### config.mk
export PLATFORM = sky130hd
export DESIGN_NAME = prog_loader
export DESIGN_NICKNAME = d
export VERILOG_FILES = /design/src/rtl/prog_loader.sv
export SDC_FILE = /design/constraint.sdc
export NUM_CORES = 1
export LEC_CHECK = 0
export ABC_AREA = 1
export BUFFER_PORTS_ARGS = -buffer_cell sky130_fd_sc_hd__buf_2
export CORE_MARGIN = 1.5
export CORE_UTILIZATION = 55
export DETAILED_ROUTE_END_ITERATION = 8
export PLACE_DENSITY = 0.74
export SYNTH_ARGS = -nofsm -noshare
export SYNTH_HDL_FRONTEND = slang
export SYNTH_SLANG_ARGS = --single-unit
### constraint.sdc
create_clock -name clk -period 2.3 [get_ports clk]
set_clock_uncertainty 0.15 [all_clocks]
set_input_delay 0.345 -clock clk [delete_from_list [all_inputs] [get_ports clk]]
set_output_delay 0.345 -clock clk [all_outputs]
set_load 0.05 [all_outputs]
### src/rtl/prog_loader.sv
// prog_loader: byte-stream program loader for the toy CPU instruction memory.
//
// Accepts a framed byte stream (SYNC, LEN_HI, LEN_LO, LEN big-endian words,
// optional CSUM) over a valid/ready handshake.  Assembled words are written
// sequentially into instruction memory from address 0.  The CPU is held in
// reset from the first accepted SYNC until a complete, verified image lands.
//
// Optional feature macro: LOADER_CHECKSUM_EN
//   defined   -> a trailing CSUM byte (XOR of all data bytes) is expected and
//                checked; mismatch reports err_code 2'b10.
//   undefined -> no CSUM byte; the load finishes after the last word.
//
// Ports:
//   clk        in   clock, rising edge
//   rst        in   asynchronous, active-low reset
//   in_data    in   received byte
//   in_valid   in   in_data valid
//   in_ready   out  loader can accept a byte (low only in FIN)
//   imem_we    out  instruction memory write strobe (one cycle per word)
//   imem_addr  out  write address (ADDR_W bits)
//   imem_wdata out  write data {hi_byte, lo_byte}
//   cpu_hold   out  1 holds the CPU in reset
//   done       out  one-cycle pulse on successful load
//   err        out  sticky error flag, cleared by the next accepted SYNC
//   err_code   out  01 length overflow, 10 checksum mismatch, 11 timeout
module prog_loader #(
  parameter int         ADDR_W  = 7,
  parameter int         TIMEOUT = 65535,
  parameter logic [7:0] SYNC    = 8'hA5
) (
  input  logic              clk,
  input  logic              rst,
  input  logic [7:0]        in_data,
  input  logic              in_valid,
  output logic              in_ready,
  output logic              imem_we,
  output logic [ADDR_W-1:0] imem_addr,
  output logic [15:0]       imem_wdata,
  output logic              cpu_hold,
  output logic              done,
  output logic              err,
  output logic [1:0]        err_code
);

  typedef enum logic [2:0] {
    IDLE  = 3'd0,
    LEN_H = 3'd1,
    LEN_L = 3'd2,
    DAT_H = 3'd3,
    DAT_L = 3'd4,
    CSUM  = 3'd5,
    FIN   = 3'd6
  } state_t;

  // Memory depth as a 17-bit value so it can be compared with a 16-bit LEN.
  localparam logic [16:0] DEPTH = 17'd1 << ADDR_W;
  localparam logic [15:0] TIMEOUT_LAST = 16'(TIMEOUT - 1);

  function automatic logic [7:0] csumStep(input logic [7:0] acc, input logic [7:0] b);
    return acc ^ b;
  endfunction

  state_t            state;
  state_t            nextState;
  logic              inReadyR;
  logic [7:0]        lenHiR;
  logic [15:0]       lenR;
  logic [7:0]        dataHiR;
  logic [15:0]       wordCnt;
  logic [ADDR_W-1:0] addrCnt;
  logic [15:0]       idleCnt;

  logic              accept;
  logic [15:0]       lenWord;
  logic              lastWord;
  logic              counting;
  logic              timeoutHit;
  logic              startFrame;
  logic              doWrite;
  logic              doneSet;
  logic              setErr;
  logic [1:0]        errCodeSet;

`ifdef LOADER_CHECKSUM_EN
  logic [7:0]        csumR;
`endif

  assign accept     = in_valid & inReadyR;
  assign lenWord    = {lenHiR, in_data};
  assign lastWord   = ((wordCnt + 16'd1) == lenR);
  assign counting   = (state != IDLE) && (state != FIN);
  // An accepted byte always wins over an expiring idle count.
  assign timeoutHit = counting && !accept && (idleCnt == TIMEOUT_LAST);

  // Next-state and per-cycle control decode.
  always_comb begin
    nextState  = state;
    startFrame = 1'b0;
    doWrite    = 1'b0;
    doneSet    = 1'b0;
    setErr     = 1'b0;
    errCodeSet = 2'b00;
    case (state)
      IDLE: begin
        if (accept && (in_data == SYNC)) begin
          nextState  = LEN_H;
          startFrame = 1'b1;
        end else begin
          nextState = IDLE;
        end
      end
      LEN_H: begin
        if (accept) nextState = LEN_L;
        else        nextState = LEN_H;
      end
      LEN_L: begin
        if (!accept) begin
          nextState = LEN_L;
        end else if ({1'b0, lenWord} > DEPTH) begin
          nextState  = IDLE;
          setErr     = 1'b1;
          errCodeSet = 2'b01;
        end else if (lenWord == 16'd0) begin
`ifdef LOADER_CHECKSUM_EN
          nextState = CSUM;
`else
          nextState = FIN;
`endif
        end else begin
          nextState = DAT_H;
        end
      end
      DAT_H: begin
        if (accept) nextState = DAT_L;
        else        nextState = DAT_H;
      end
      DAT_L: begin
        if (accept) begin
          doWrite = 1'b1;
          if (lastWord) begin
`ifdef LOADER_CHECKSUM_EN
            nextState = CSUM;
`else
            nextState = FIN;
`endif
          end else begin
            nextState = DAT_H;
          end
        end else begin
          nextState = DAT_L;
        end
      end
      CSUM: begin
`ifdef LOADER_CHECKSUM_EN
        if (!accept) begin
          nextState = CSUM;
        end else if (in_data == csumR) begin
          nextState = FIN;
          doneSet   = 1'b1;
        end else begin
          nextState  = IDLE;
          setErr     = 1'b1;
          errCodeSet = 2'b10;
        end
`else
        nextState = IDLE;
`endif
      end
      FIN: begin
        nextState = IDLE;
`ifndef LOADER_CHECKSUM_EN
        // Without a checksum, FIN overlaps the last write strobe; finishing
        // one cycle later keeps done behind the final imem_we.
        doneSet = 1'b1;
`endif
      end
      default: begin
        nextState = IDLE;
      end
    endcase
    if (timeoutHit) begin
      nextState  = IDLE;
      setErr     = 1'b1;
      errCodeSet = 2'b11;
    end else begin
      nextState = nextState;
    end
  end

  // State, frame bookkeeping and registered outputs.
  always_ff @(posedge clk or negedge rst) begin
    if (!rst) begin
      state      <= IDLE;
      inReadyR   <= 1'b1;
      lenHiR     <= 8'h00;
      lenR       <= 16'h0000;
      dataHiR    <= 8'h00;
      wordCnt    <= 16'h0000;
      addrCnt    <= '0;
      idleCnt    <= 16'h0000;
      imem_we    <= 1'b0;
      imem_addr  <= '0;
      imem_wdata <= 16'h0000;
      cpu_hold   <= 1'b1;
      done       <= 1'b0;
      err        <= 1'b0;
      err_code   <= 2'b00;
    end else begin
      state    <= nextState;
      inReadyR <= (nextState != FIN);

      if (accept && (state == LEN_H)) lenHiR <= in_data;
      if (accept && (state == LEN_L)) lenR <= lenWord;
      if (accept && (state == DAT_H)) dataHiR <= in_data;

      if (startFrame) begin
        wordCnt <= 16'h0000;
        addrCnt <= '0;
      end else if (doWrite) begin
        wordCnt <= wordCnt + 16'd1;
        addrCnt <= addrCnt + 1'b1;
      end

      if (accept || !counting || timeoutHit) idleCnt <= 16'h0000;
      else                                   idleCnt <= idleCnt + 16'd1;

      // imem_addr follows the counter, so it shows the write address during
      // the strobe and the wrapped value once a full-depth load completes.
      imem_we   <= doWrite;
      imem_addr <= addrCnt;
      if (doWrite) imem_wdata <= {dataHiR, in_data};

      if (startFrame)   cpu_hold <= 1'b1;
      else if (doneSet) cpu_hold <= 1'b0;

      done <= doneSet;

      if (startFrame) begin
        err      <= 1'b0;
        err_code <= 2'b00;
      end else if (setErr) begin
        err      <= 1'b1;
        err_code <= errCodeSet;
      end
    end
  end

`ifdef LOADER_CHECKSUM_EN
  // Running XOR of data bytes for the current frame.
  always_ff @(posedge clk or negedge rst) begin
    if (!rst) begin
      csumR <= 8'h00;
    end else if (startFrame) begin
      csumR <= 8'h00;
    end else if (accept && ((state == DAT_H) || (state == DAT_L))) begin
      csumR <= csumStep(csumR, in_data);
    end
  end
`endif

  assign in_ready = inReadyR;

endmodule

==> run metrics, run 1 <==
Die Span Y 97.6 um; DP Cell Count 751; startpoint types flop; worst reg2reg path endpoint in_ready$_DFF_PN1_; area leader, netlist dfrtp_1; Initial Util 56.7%; CP max stage cell dfrtp_1; Fillers 739; Most used DFF post-synth dfrtp_1; VDD IR-drop max 0.541 mV; layout cells sized above 1 13.8%; Setup crit start wordCnt[0]$_DFFE_PN0P_; setup tns final 0 ns; Crit Path Max Fanout 4; Final Non-Filler Cells 769; die area 9520 um^2; Detailed Route WL 10900 um; max-cap violation count 0; final hold violation count 0; PnR worst setup slack 0.217 ns; leak pwr 2.86 nW; syn_area_per_cell 8.16 um^2; status finished clean; Syn Nets 618; pre-CTS WS 0.210 ns; Post-synth EDFFs 0; post-CTS setup buffers 0; largest net degree at the start of global routing 42; CP cell instances ha_4, nand3_1, nor2_4, nand2_1, nand3_1, nand2_1, nor2_1, nand2_1, nor2_1, nand3_1, nand2_1, nand2_1, nor2_1, nand2_1; Slew headroom 66.4%; first-pass GRT wire length 18800 um; # diodes 0; Multi-input gate area 2030 um^2; Max Freq 0.480 GHz; top cell type's share of synthesized area 51.9%; Pwr Density 785 nW/um^2; vias in the first global route 4059; DR pass1 iterations 5; post-route ant nets 0; Die Width 97.6 um; crit-path most repeated cell nand2_1; TritonCTS clock tree built; initial drt markers 193; Register Area 2610 um^2; grt ovf 0; Bufs on Longest Clock Path 2; Port-buffer cells 40; Pins Over Slew Limit 0; Mapped Cells 603; CORE AREA 8680 um^2; Post-Syn Area 4920 um^2; Clock Latency Late Sink 0.37 ns; I/O pins 41; Yosys cell types 38; DRC errors left 0; CP Data Arrival Time 2.25 ns; RSZ-0062 raised after global routing no; crit path to in_ready$_DFF_PN1_; #FFs+latches synth 104; sequential share of the synthesized area 53.0%; Setup Crit Path Kind reg -> reg; vias per inst 5.41; CP required 2.46 ns; Area contributors post-synth dfrtp_1 (52%), nand2_1 (13%), o21ai_0 (5.7%); number of H-tree levels 3; Synth warnings 0; Root Buffer clkbuf_8; via count 4161; CTS buffer count 9; DR WL/cell 14.2 um; Slew @ Worst Pin 0.502 ns; Hold Path Class in -> reg; Syn-to-layout area delta 13.4%; fin nets 671; CP endpoint kind flop; clock slew at reported path FFs 0.11 ns; GP Congestion 0.884; dpl cell area 5310 um^2; cells on worst reg2reg path 14; post-route clock period utilization 90.6%; min Tclk post-route 2.08 ns; Hold Path Depth 3; worst r2r src wordCnt[0]$_DFFE_PN0P_; worst stage delay on the critical path 0.45 ns; R2R Setup Slk 0.22 ns; Synth async-reset ratio 100%; num rows 34; clk sinks 104; Final Hold Slack 0.173 ns; initial antenna violation count 0; GRT Util Overall 24.3%; DP HPWL 7880 um; post-route cell area 5580 um^2; final setup fails 0
==> critical path: cells and delay by family, from the launching register on <==
kind                       cells  cell delay, ns
and+or+nand+nor               13            1.24
DFF                            1            0.45
adders and majority gates      1            0.19
==> stage by stage <==
| step | utilization [%] | power [mW] |
|---|---|---|
| after floorplan | - | 2.88 |
| after global placement | 61.2 | 3.12 |
| after detailed placement | 61.2 | 3.16 |
| after CTS | 63.9 | 4.39 |
| after global routing | 64.3 | 4.62 |
| final | 64.3 | 4.38 |
==> how the worst min path moves through the flow <==
stage	from	to	slack [ns]
after CTS	in_data[2]	lenHiR[2]$_DFFE_PN0P_	0.17
after detailed placement	rst	wordCnt[5]$_DFFE_PN0P_	0.12
after global placement	rst	wordCnt[5]$_DFFE_PN0P_	0.12
after floorplan	rst	addrCnt[0]$_DFFE_PN0P_	-0.10
final	in_data[2]	lenHiR[2]$_DFFE_PN0P_	0.17
after global routing	in_data[1]	dataHiR[1]$_DFFE_PN0P_	0.19
==> power breakdown <==
part           switching [mW]  total (mW)  leakage, nW  internal [mW]
Combinational           0.619       0.928         1.42          0.309
Clock                   0.694        1.23        0.111          0.538
Sequential              0.184        2.22         1.33           2.04
Total                    1.50        4.38         2.86           2.88
==> cell usage in the layout (no fill, tap or decap), types with 2 or more instances in the layout <==
master	instances
nor3b_1	4
o22ai_1	7
nor2_4	5
buf_4	13
inv_1	68
and3_1	3
nand3_1	43
inv_2	2
xnor2_1	2
nor2_1	46
o21ai_0	56
a21oi_1	10
nand3b_1	9
o31ai_1	3
clkbuf_8	9
a211oi_1	2
dfrtp_1	102
dfstp_2	2
ha_1	3
inv_8	2
nand4_1	8
nor3_1	17
buf_2	39
nor4_1	5
nand2_2	3
nand2_1	176
inv_6	2
==> final cells by class <==
class / instances / area share (%)
clock buffer: 9 / 2.22
clock inverter: 7 / 1.70
sequential: 104 / 46.7
inverter: 71 / 4.78
multi-input combinational: 416 / 36.4
tap: 108 / 2.42
timing repair buffer: 54 / 5.79
==> cells by family after synthesis <==
| family | synth area share [%] |
|---|---|
| XOR/XNOR | 0.356 |
| AND/OR/NAND/NOR | 29.6 |
| flip-flops | 53.0 |
| AO/OA/AOI/OAI | 9.59 |
| buffers and inverters | 6.49 |
| adder cells (fa/ha/maj) | 1.02 |
==> sequential cells by signal, summed over array words and instances, names as in the netlist, 2 cells and up <==
signal and cells:
idleCnt 16, imem_wdata 16, lenR 16, wordCnt 16
dataHiR 8, lenHiR 8, addrCnt 7, imem_addr 7
state 3, err_code 2
==> per-layer routing <==
layer  track usage [%]  vias to the layer above  share of wire [%]
met1              33.5                     1983                 46
met2              39.2                       98                 48
li1                  -                     2067                  -
met3              5.18                       13                4.8
met4              7.25                        0                1.0
met5                 0                        -                  0
==> synth_stat cells (4+ instances only) <==
cell / count
nand2_1: 176
dfrtp_1: 102
inv_1: 68
o21ai_0: 56
nor2_1: 47
nand3_1: 43
nor3_1: 17
a21oi_1: 10
nand3b_1: 9
clkbuf_1: 8
nand4_1: 8
o22ai_1: 7
nor4_1: 5
ha_1: 4
nand2_2: 4
nor3b_1: 4
==> repair_timing <==
item / 4_1_cts / 5_1_grt
hold buffers: 1 / 0
endpoints found under the hold margin: 21 / 0
resized for setup: 0 / 5
endpoints found under the setup margin: 0 / 2
No activity file was read; power rests on OpenSTA's default activity.
==> run 2, diff against run 1 <==
--- a/config.mk
+++ b/config.mk
@@ -10,5 +10,6 @@
 export CORE_MARGIN = 1.5
-export CORE_UTILIZATION = 55
+export CORE_UTILIZATION = 62
+export CTS_BUF_LIST = sky130_fd_sc_hd__clkbuf_4
 export DETAILED_ROUTE_END_ITERATION = 8
-export PLACE_DENSITY = 0.74
+export PLACE_DENSITY = 0.82
 export SYNTH_ARGS = -nofsm -noshare
--- a/constraint.sdc
+++ b/constraint.sdc
@@ -4,2 +4,2 @@
 set_output_delay 0.345 -clock clk [all_outputs]
-set_load 0.05 [all_outputs]
+set_load 0.01 [all_outputs]
==> run 2 against run 1 <==
Compared with the run above: via count increased by 1.9%; non-clock buffer count decreased by 1; critical path depth decreased by 1; sequential cell count unchanged.
==> run metrics, run 2 (synthesized netlist as in run 1, its figures left out) <==
Crit Path Max Fanout 4 (unchanged); Die Width 92.1 um (was 97.6 um); final hold violation count 0 (unchanged); grt ovf 0 (unchanged); Detailed Route WL 11100 um (was 10900 um); initial drt markers 379 (was 193); CP required 2.56 ns (was 2.46 ns); first-pass GRT wire length 18700 um (was 18800 um); crit-path most repeated cell nand2_1 (unchanged); via count 4240 (was 4161); Comb power frac 20.3% (was 21.2%); VDD IR-drop max 0.460 mV (was 0.541 mV); min Tclk post-route 2.13 ns (was 2.08 ns); max-cap violation count 0 (unchanged); top sig layer met4 (unchanged); Bufs on Longest Clock Path 2 (unchanged); Hold Path Class in -> reg (unchanged); Slew headroom 66.6% (was 66.4%); fin nets 670 (was 671); Fillers 611 (was 739); DRC errors left 0 (unchanged); startpoint types flop (unchanged); final setup fails 0 (unchanged); Clock Latency Late Sink 0.46 ns (was 0.37 ns); vias in the first global route 4077 (was 4059); Die Span Y 92.1 um (was 97.6 um); Initial Util 64.0% (was 56.7%); Slew @ Worst Pin 0.499 ns (was 0.502 ns); Root Buffer clkbuf_4 (was clkbuf_8); metal2 WL 5320 um (was 5240 um); Pwr Density 738 nW/um^2 (was 785 nW/um^2); R2R Setup Slk 0.17 ns (was 0.22 ns); RSZ-0062 raised after global routing no (unchanged); Register Area 2610 um^2 (about the same); num rows 32 (was 34); vias per inst 5.56 (was 5.41); crit path to state[2]$_DFF_PN0_ (was in_ready$_DFF_PN1_); largest net degree at the start of global routing 37 (was 42); post-route clock period utilization 92.6% (was 90.6%); CP Data Arrival Time 2.39 ns (was 2.25 ns); TritonCTS clock tree built (unchanged); Pins Over Slew Limit 0 (unchanged); CP max stage cell dfrtp_1 (unchanged); WL met1 4880 um (was 5060 um); # diodes 0 (unchanged); layout cells sized above 1 13.8% (about the same); sequential fraction of design power 54.4% (was 50.7%); Setup Crit Path Kind reg -> reg (unchanged); Multi-input gate area 2020 um^2 (was 2030 um^2); CORE AREA 7690 um^2 (was 8680 um^2); Final Hold Slack 0.121 ns (was 0.173 ns); sw frac 33.3% (was 34.2%); worst reg2reg path endpoint state[2]$_DFF_PN0_ (was in_ready$_DFF_PN1_); initial antenna violation count 0 (unchanged); Syn-to-layout area delta 12.0% (was 13.4%); setup tns final 0 ns (unchanged); commonest non-fill, non-tap cell in the layout nand2_1 (unchanged); GP Congestion 0.903 (was 0.884); DP HPWL 8030 um (was 7880 um); most frequent cells in the layout nand2_1 (175), dfrtp_1 (101), inv_1 (68), o21ai_0 (56), nor2_1 (47) (was nand2_1 (176), dfrtp_1 (102), inv_1 (68), o21ai_0 (56), nor2_1 (46)); number of H-tree levels 3 (unchanged); Port-buffer cells 40 (unchanged); GRT Util Overall 28.3% (was 24.3%); CTS buffer count 9 (unchanged); Setup crit start wordCnt[1]$_DFFE_PN0P_ (was wordCnt[0]$_DFFE_PN0P_); cells on worst reg2reg path 13 (was 14); Psw 1.35 mW (was 1.50 mW); worst r2r src wordCnt[1]$_DFFE_PN0P_ (was wordCnt[0]$_DFFE_PN0P_); Clk network pwr share 25.3% (was 28.1%); Int Pwr 2.71 mW (was 2.88 mW); routed length on met3 743 um (was 521 um); post-route ant nets 0 (unchanged); Max Freq 0.469 GHz (was 0.480 GHz); die area 8480 um^2 (was 9520 um^2); clock slew at reported path FFs 0.17 ns (was 0.11 ns); CP endpoint kind flop (unchanged); leak pwr 2.83 nW (was 2.86 nW); clk sinks 104 (unchanged); I/O pins 41 (unchanged); DR pass1 iterations 7 (was 5); CP cell instances ha_2, nand3_1, nor2_2, nand2_1, nand3b_1, nand2_1, nor2_1, nand2_1, nor2_1, nand3_1, nand2_1, nand2_1, a21oi_2 (was ha_4, nand3_1, nor2_4, nand2_1, nand3_1, nand2_1, nor2_1, nand2_1, nor2_1, nand3_1, nand2_1, nand2_1, nor2_1, nand2_1); status finished clean (unchanged); DR WL/cell 14.6 um (was 14.2 um); worst stage delay on the critical path 0.44 ns (was 0.45 ns)
run 2: power groups by stage:
stage	Combinational (mW)	Clock [mW]	Sequential [mW]
finish	0.823	1.03	2.21
global route	0.944	1.12	2.23
CTS	0.806	1.05	2.20
detailed placement	0.800	0	2.24
global placement	0.770	0	2.23
floorplan	0.566	0	2.21
run 2: final cells by class:
cell class	count	area share (%)
Clock buffer	9	1.23
Clock inverter	7	1.73
Timing Repair Buffer	53	5.95
Multi-Input combinational cell	416	36.6
Inverter	71	4.84
Tap cell	102	2.32
Sequential cell	104	47.3
run 2: how the worst min path moves through the flow:
| stage | start | end | slack [ns] | depth (start not counted) |
|---|---|---|---|---|
| 5_1_grt | in_data[5] | imem_wdata[5]$_DFFE_PN0P_ | 0.11 | 3 |
| 6_report | in_data[1] | lenR[1]$_DFFE_PN0P_ | 0.12 | 3 |
| 3_5_place_dp | rst | wordCnt[5]$_DFFE_PN0P_ | 0.18 | 1 |
| 4_1_cts | in_data[1] | lenR[1]$_DFFE_PN0P_ | 0.10 | 3 |
| 2_1_floorplan | rst | addrCnt[0]$_DFFE_PN0P_ | -0.10 | 0 |
| 3_3_place_gp | rst | wordCnt[5]$_DFFE_PN0P_ | 0.18 | 1 |
run 2: critical path: cells and delay by family, from the launching register on:
| family | cells | cell delay [ns] |
|---|---|---|
| and+or+nand+nor | 11 | 1.11 |
| adders and majority gates | 1 | 0.25 |
| AOI/OAI and AO/OA | 1 | 0.12 |
| DFF | 1 | 0.44 |
run 2: through the flow:
| step | setup WS [ns] | power, mW | std cells | utilization, % | instance area [um^2] |
|---|---|---|---|---|---|
| 4_1_cts | 0.217 | 4.06 | 760 | 71.2 | 5480 |
| 3_5_place_dp | 0.233 | 3.04 | 743 | 69.0 | 5300 |
| 6_report | 0.170 | 4.06 | 762 | 71.6 | 5510 |
| 2_1_floorplan | 0.494 | 2.77 | 603 | - | 4920 |
| 3_3_place_gp | 0.286 | 3.00 | 743 | 69.0 | 5300 |
| 5_1_grt | 0.0146 | 4.30 | 762 | 71.6 | 5510 |
run 2: timing repair:
| item | in CTS | in global routing |
|---|---|---|
| hold buffers | 1 | 0 |
| endpoints found under the hold margin | 33 | 0 |
| setup endpoints to repair | 0 | 2 |
| buffers inserted | 0 | 1 |
| gates resized for setup | 0 | 4 |
run 2: per-layer routing:
layer,global-route usage (%),vias up
met5,0,-
met4,8.72,0
met3,6.38,21
met2,44.9,163
met1,39.0,1992
li1,-,2064
==> run 3, diff against run 2 <==
ABC_AREA = default   (was 1)
CORE_MARGIN = default   (was 1.5)
CORE_UTILIZATION = 56   (was 62)
PLACE_DENSITY = 0.78   (was 0.82)
clock period = 1.85 ns   (was 2.3 ns; I/O delays follow)
==> run 3 against run 2 <==
Compared with the run above: the run now ends with negative setup slack left; sequential cell count unchanged; non-clock buffer count increased by 84; final area increased by 17%; synthesized cell count decreased by 18%; count of clock-buffer cells in the layout unchanged; via count decreased by 0.47%; first-iteration DRC count decreased by 20%; critical path depth decreased by 3.
==> run metrics, run 3 <==
via count 4220 (was 4240); Syn-to-layout area delta 28.5% (was 12.0%); Detailed Route WL 13200 um (was 11100 um); DP Cell Count 691 (was 743); CP endpoint kind flop (unchanged); top cell type's share of synthesized area 50.8% (was 51.9%); pre-CTS WS -0.631 ns (was 0.233 ns); Hold Path Class in -> reg (unchanged); leak pwr 3.13 nW (was 2.83 nW); post-route clock period utilization 133% (was 92.6%); Area contributors post-synth dfrtp_1 (51%), nand2_1 (7.8%), mux2_2 (7.2%) (was dfrtp_1 (52%), nand2_1 (13%), o21ai_0 (5.7%)); most frequent cells in the layout dfrtp_1 (100), nand2_1 (98), buf_4 (80), buf_2 (39), xor2_1 (27) (was nand2_1 (175), dfrtp_1 (101), inv_1 (68), o21ai_0 (56), nor2_1 (47)); die area 9350 um^2 (was 8480 um^2); Synth async-reset ratio 100% (unchanged); Post-synth EDFFs 0 (unchanged); DRC errors left 0 (unchanged); CP Data Arrival Time 2.71 ns (was 2.39 ns); GP Congestion 0.879 (was 0.903); sequential share of the synthesized area 51.9% (was 53.0%); fin nets 628 (was 670); Final Core Density 74.0% (was 71.6%); first-pass GRT wire length 19700 um (was 18700 um); most frequent cells after synthesis nand2_1 (104), dfrtp_1 (102), nor2_1 (40) (was nand2_1 (176), dfrtp_1 (102), inv_1 (68)); post-route ant nets 0 (unchanged); grt ovf 0 (unchanged); TritonCTS clock tree built (unchanged); Setup Crit Path Kind reg -> reg (unchanged); CORE AREA 8720 um^2 (was 7690 um^2); Crit Path Max Fanout 5 (was 4); VDD IR-drop max 0.516 mV (was 0.460 mV); layout cells sized above 1 38.7% (was 13.8%); initial antenna violation count 0 (unchanged); Pins Over Slew Limit 0 (unchanged); DP HPWL 8430 um (was 8030 um); max-cap violation count 0 (unchanged); startpoint types flop (unchanged); Port-buffer cells 40 (unchanged); largest net degree at the start of global routing 40 (was 37); Pwr Density 874 nW/um^2 (was 738 nW/um^2); PnR worst setup slack -0.618 ns (was 0.170 ns); vias per inst 5.82 (was 5.56); Slew @ Worst Pin 0.513 ns (was 0.499 ns); DR pass1 iterations 5 (was 7); Bufs on Longest Clock Path 2 (unchanged); Synth warnings 0 (unchanged); final hold violation count 0 (unchanged); commonest non-fill, non-tap cell in the layout dfrtp_1 (was nand2_1); CTS buffer count 9 (unchanged); Initial Util 57.6% (was 64.0%); syn_area_per_cell 10.2 um^2 (was 8.16 um^2); Final Non-Filler Cells 725 (was 762); area leader, netlist dfrtp_1 (unchanged); DR WL/cell 18.2 um (was 14.6 um); CP max stage cell dfrtp_2 (was dfrtp_1); Die Span Y 96.7 um (was 92.1 um); Yosys cell types 55 (was 38); Mapped Cells 492 (was 603); Root Buffer clkbuf_4 (unchanged); status finished with violations (was finished clean); failing checks negative setup slack; I/O pins 41 (unchanged); Die Width 96.7 um (was 92.1 um); clk sinks 104 (unchanged); top-count cell post-synth nand2_1 (unchanged); Clock Latency Late Sink 0.46 ns (about the same); Slew headroom 65.5% (was 66.6%); final setup fails 50 (was 0); number of H-tree levels 3 (unchanged); GRT Util Overall 26.7% (was 28.3%); clock slew at reported path FFs 0.17 ns (about the same); Post-Syn Area 5020 um^2 (was 4920 um^2); #FFs+latches synth 104 (unchanged); min Tclk post-route 2.47 ns (was 2.13 ns); Max Freq 0.405 GHz (was 0.469 GHz); # diodes 0 (unchanged); Syn Nets 507 (was 618); vias in the first global route 4123 (was 4077); Most used DFF post-synth dfrtp_1 (unchanged); CP cell instances ha_4, buf_4, and3_1, nand4_1, nor3b_1, o211ai_1, nor4_2, buf_4, a21bo_1, nand3_2 (was ha_2, nand3_1, nor2_2, nand2_1, nand3b_1, nand2_1, nor2_1, nand2_1, nor2_1, nand3_1, nand2_1, nand2_1, a21oi_2); worst stage delay on the critical path 0.46 ns (was 0.44 ns); initial drt markers 305 (was 379); CP required 2.10 ns (was 2.56 ns); num rows 34 (was 32); RSZ-0062 raised after global routing yes (was no); crit-path most repeated cell buf_4 (was nand2_1)
==> run 3: path summary, 6_finish.rpt <==
kind | start | endpoint | slack, ns | cells past startpoint
setup reg to reg | wordCnt[0]$_DFFE_PN0P_ | in_ready$_DFF_PN1_ | -0.62 | 10
min in group asynchronous | rst | imem_wdata[5]$_DFFE_PN0P_ | 0.07 | 2
setup / recovery | wordCnt[0]$_DFFE_PN0P_ | in_ready$_DFF_PN1_ | -0.62 | 10
hold / removal | in_data[0] | imem_wdata[0]$_DFFE_PN0P_ | 0.03 | 4
max in group asynchronous | rst | in_ready$_DFF_PN1_ | 0.87 | 3
hold reg to reg | addrCnt[6]$_DFFE_PN0P_ | imem_addr[6]$_DFF_PN0_ | 0.27 | 0
==> run 3: cell families (layout without fill, tap and decap cells) <==
family	Yosys count	after routing	share of synthesized area [%]
simple gates	219	220	20.9
compound gates	54	54	6.90
buf+inv	35	159	4.33
fa+ha+maj	4	4	0.997
flops	104	104	51.9
xor+xnor	39	39	6.80
mux	37	37	8.17
==> run 3: worst max-delay path, delay by kind of cell, from the launching register on <==
| family | cells | cell delay [ns] |
|---|---|---|
| AO/OA/AOI/OAI | 2 | 0.33 |
| adder cells (fa/ha/maj) | 1 | 0.17 |
| buffers and inverters | 2 | 0.34 |
| flip-flops | 1 | 0.46 |
| AND/OR/NAND/NOR | 5 | 0.96 |
==> run 3: timing repair <==
action / CTS / global route
pin swaps: 7 / 8
endpoints found under the hold margin: 106 / 0
hold buffers: 5 / 0
setup buffers: 4 / 8
gates cloned: 2 / 1
resized for setup: 16 / 56
endpoints found under the setup margin: 40 / 61
==> run 3: final cells by class <==
class | instances | area [um^2]
multi-input cells | 354 | 2550
fillers | 544 | 2270
well taps | 108 | 135
clock inverters | 6 | 51.3
flip-flops and latches | 104 | 2610
repair buffers | 137 | 1010
inverters | 7 | 28.8
clock buffers | 9 | 67.6
==> run 3: routing by layer <==
| layer | vias to the layer above | routed length (um) | GRT usage (%) | share of wire, % |
|---|---|---|---|---|
| li1 | 1922 | - | - | - |
| met1 | 2111 | 5240 | 34.0 | 40 |
| met2 | 145 | 6830 | 44.7 | 52 |
| met3 | 42 | 688 | 3.54 | 5.2 |
| met4 | 0 | 447 | 13.8 | 3.4 |
| met5 | - | 0 | 0 | 0 |
==> run 3: where the power goes <==
part | switching [mW] | internal [mW]
clock network | 0.805 | 0.292
logic | 0.683 | 0.868
registers | 0.335 | 2.66
total | 1.82 | 3.82
==> run 3: metrics by stage <==
stage	power (mW)	instance area [um^2]	setup TNS, ns	hold WS (ns)
CTS	5.48	6200	-3.61	0.00999
floorplan	3.81	5170	-3.38	-0.168
global placement	4.30	5910	-5.65	0.0489
finish	5.64	6450	-5.24	0.0338
global route	5.89	6450	-9.03	0.0441
detailed placement	4.40	5910	-7.30	0.0494
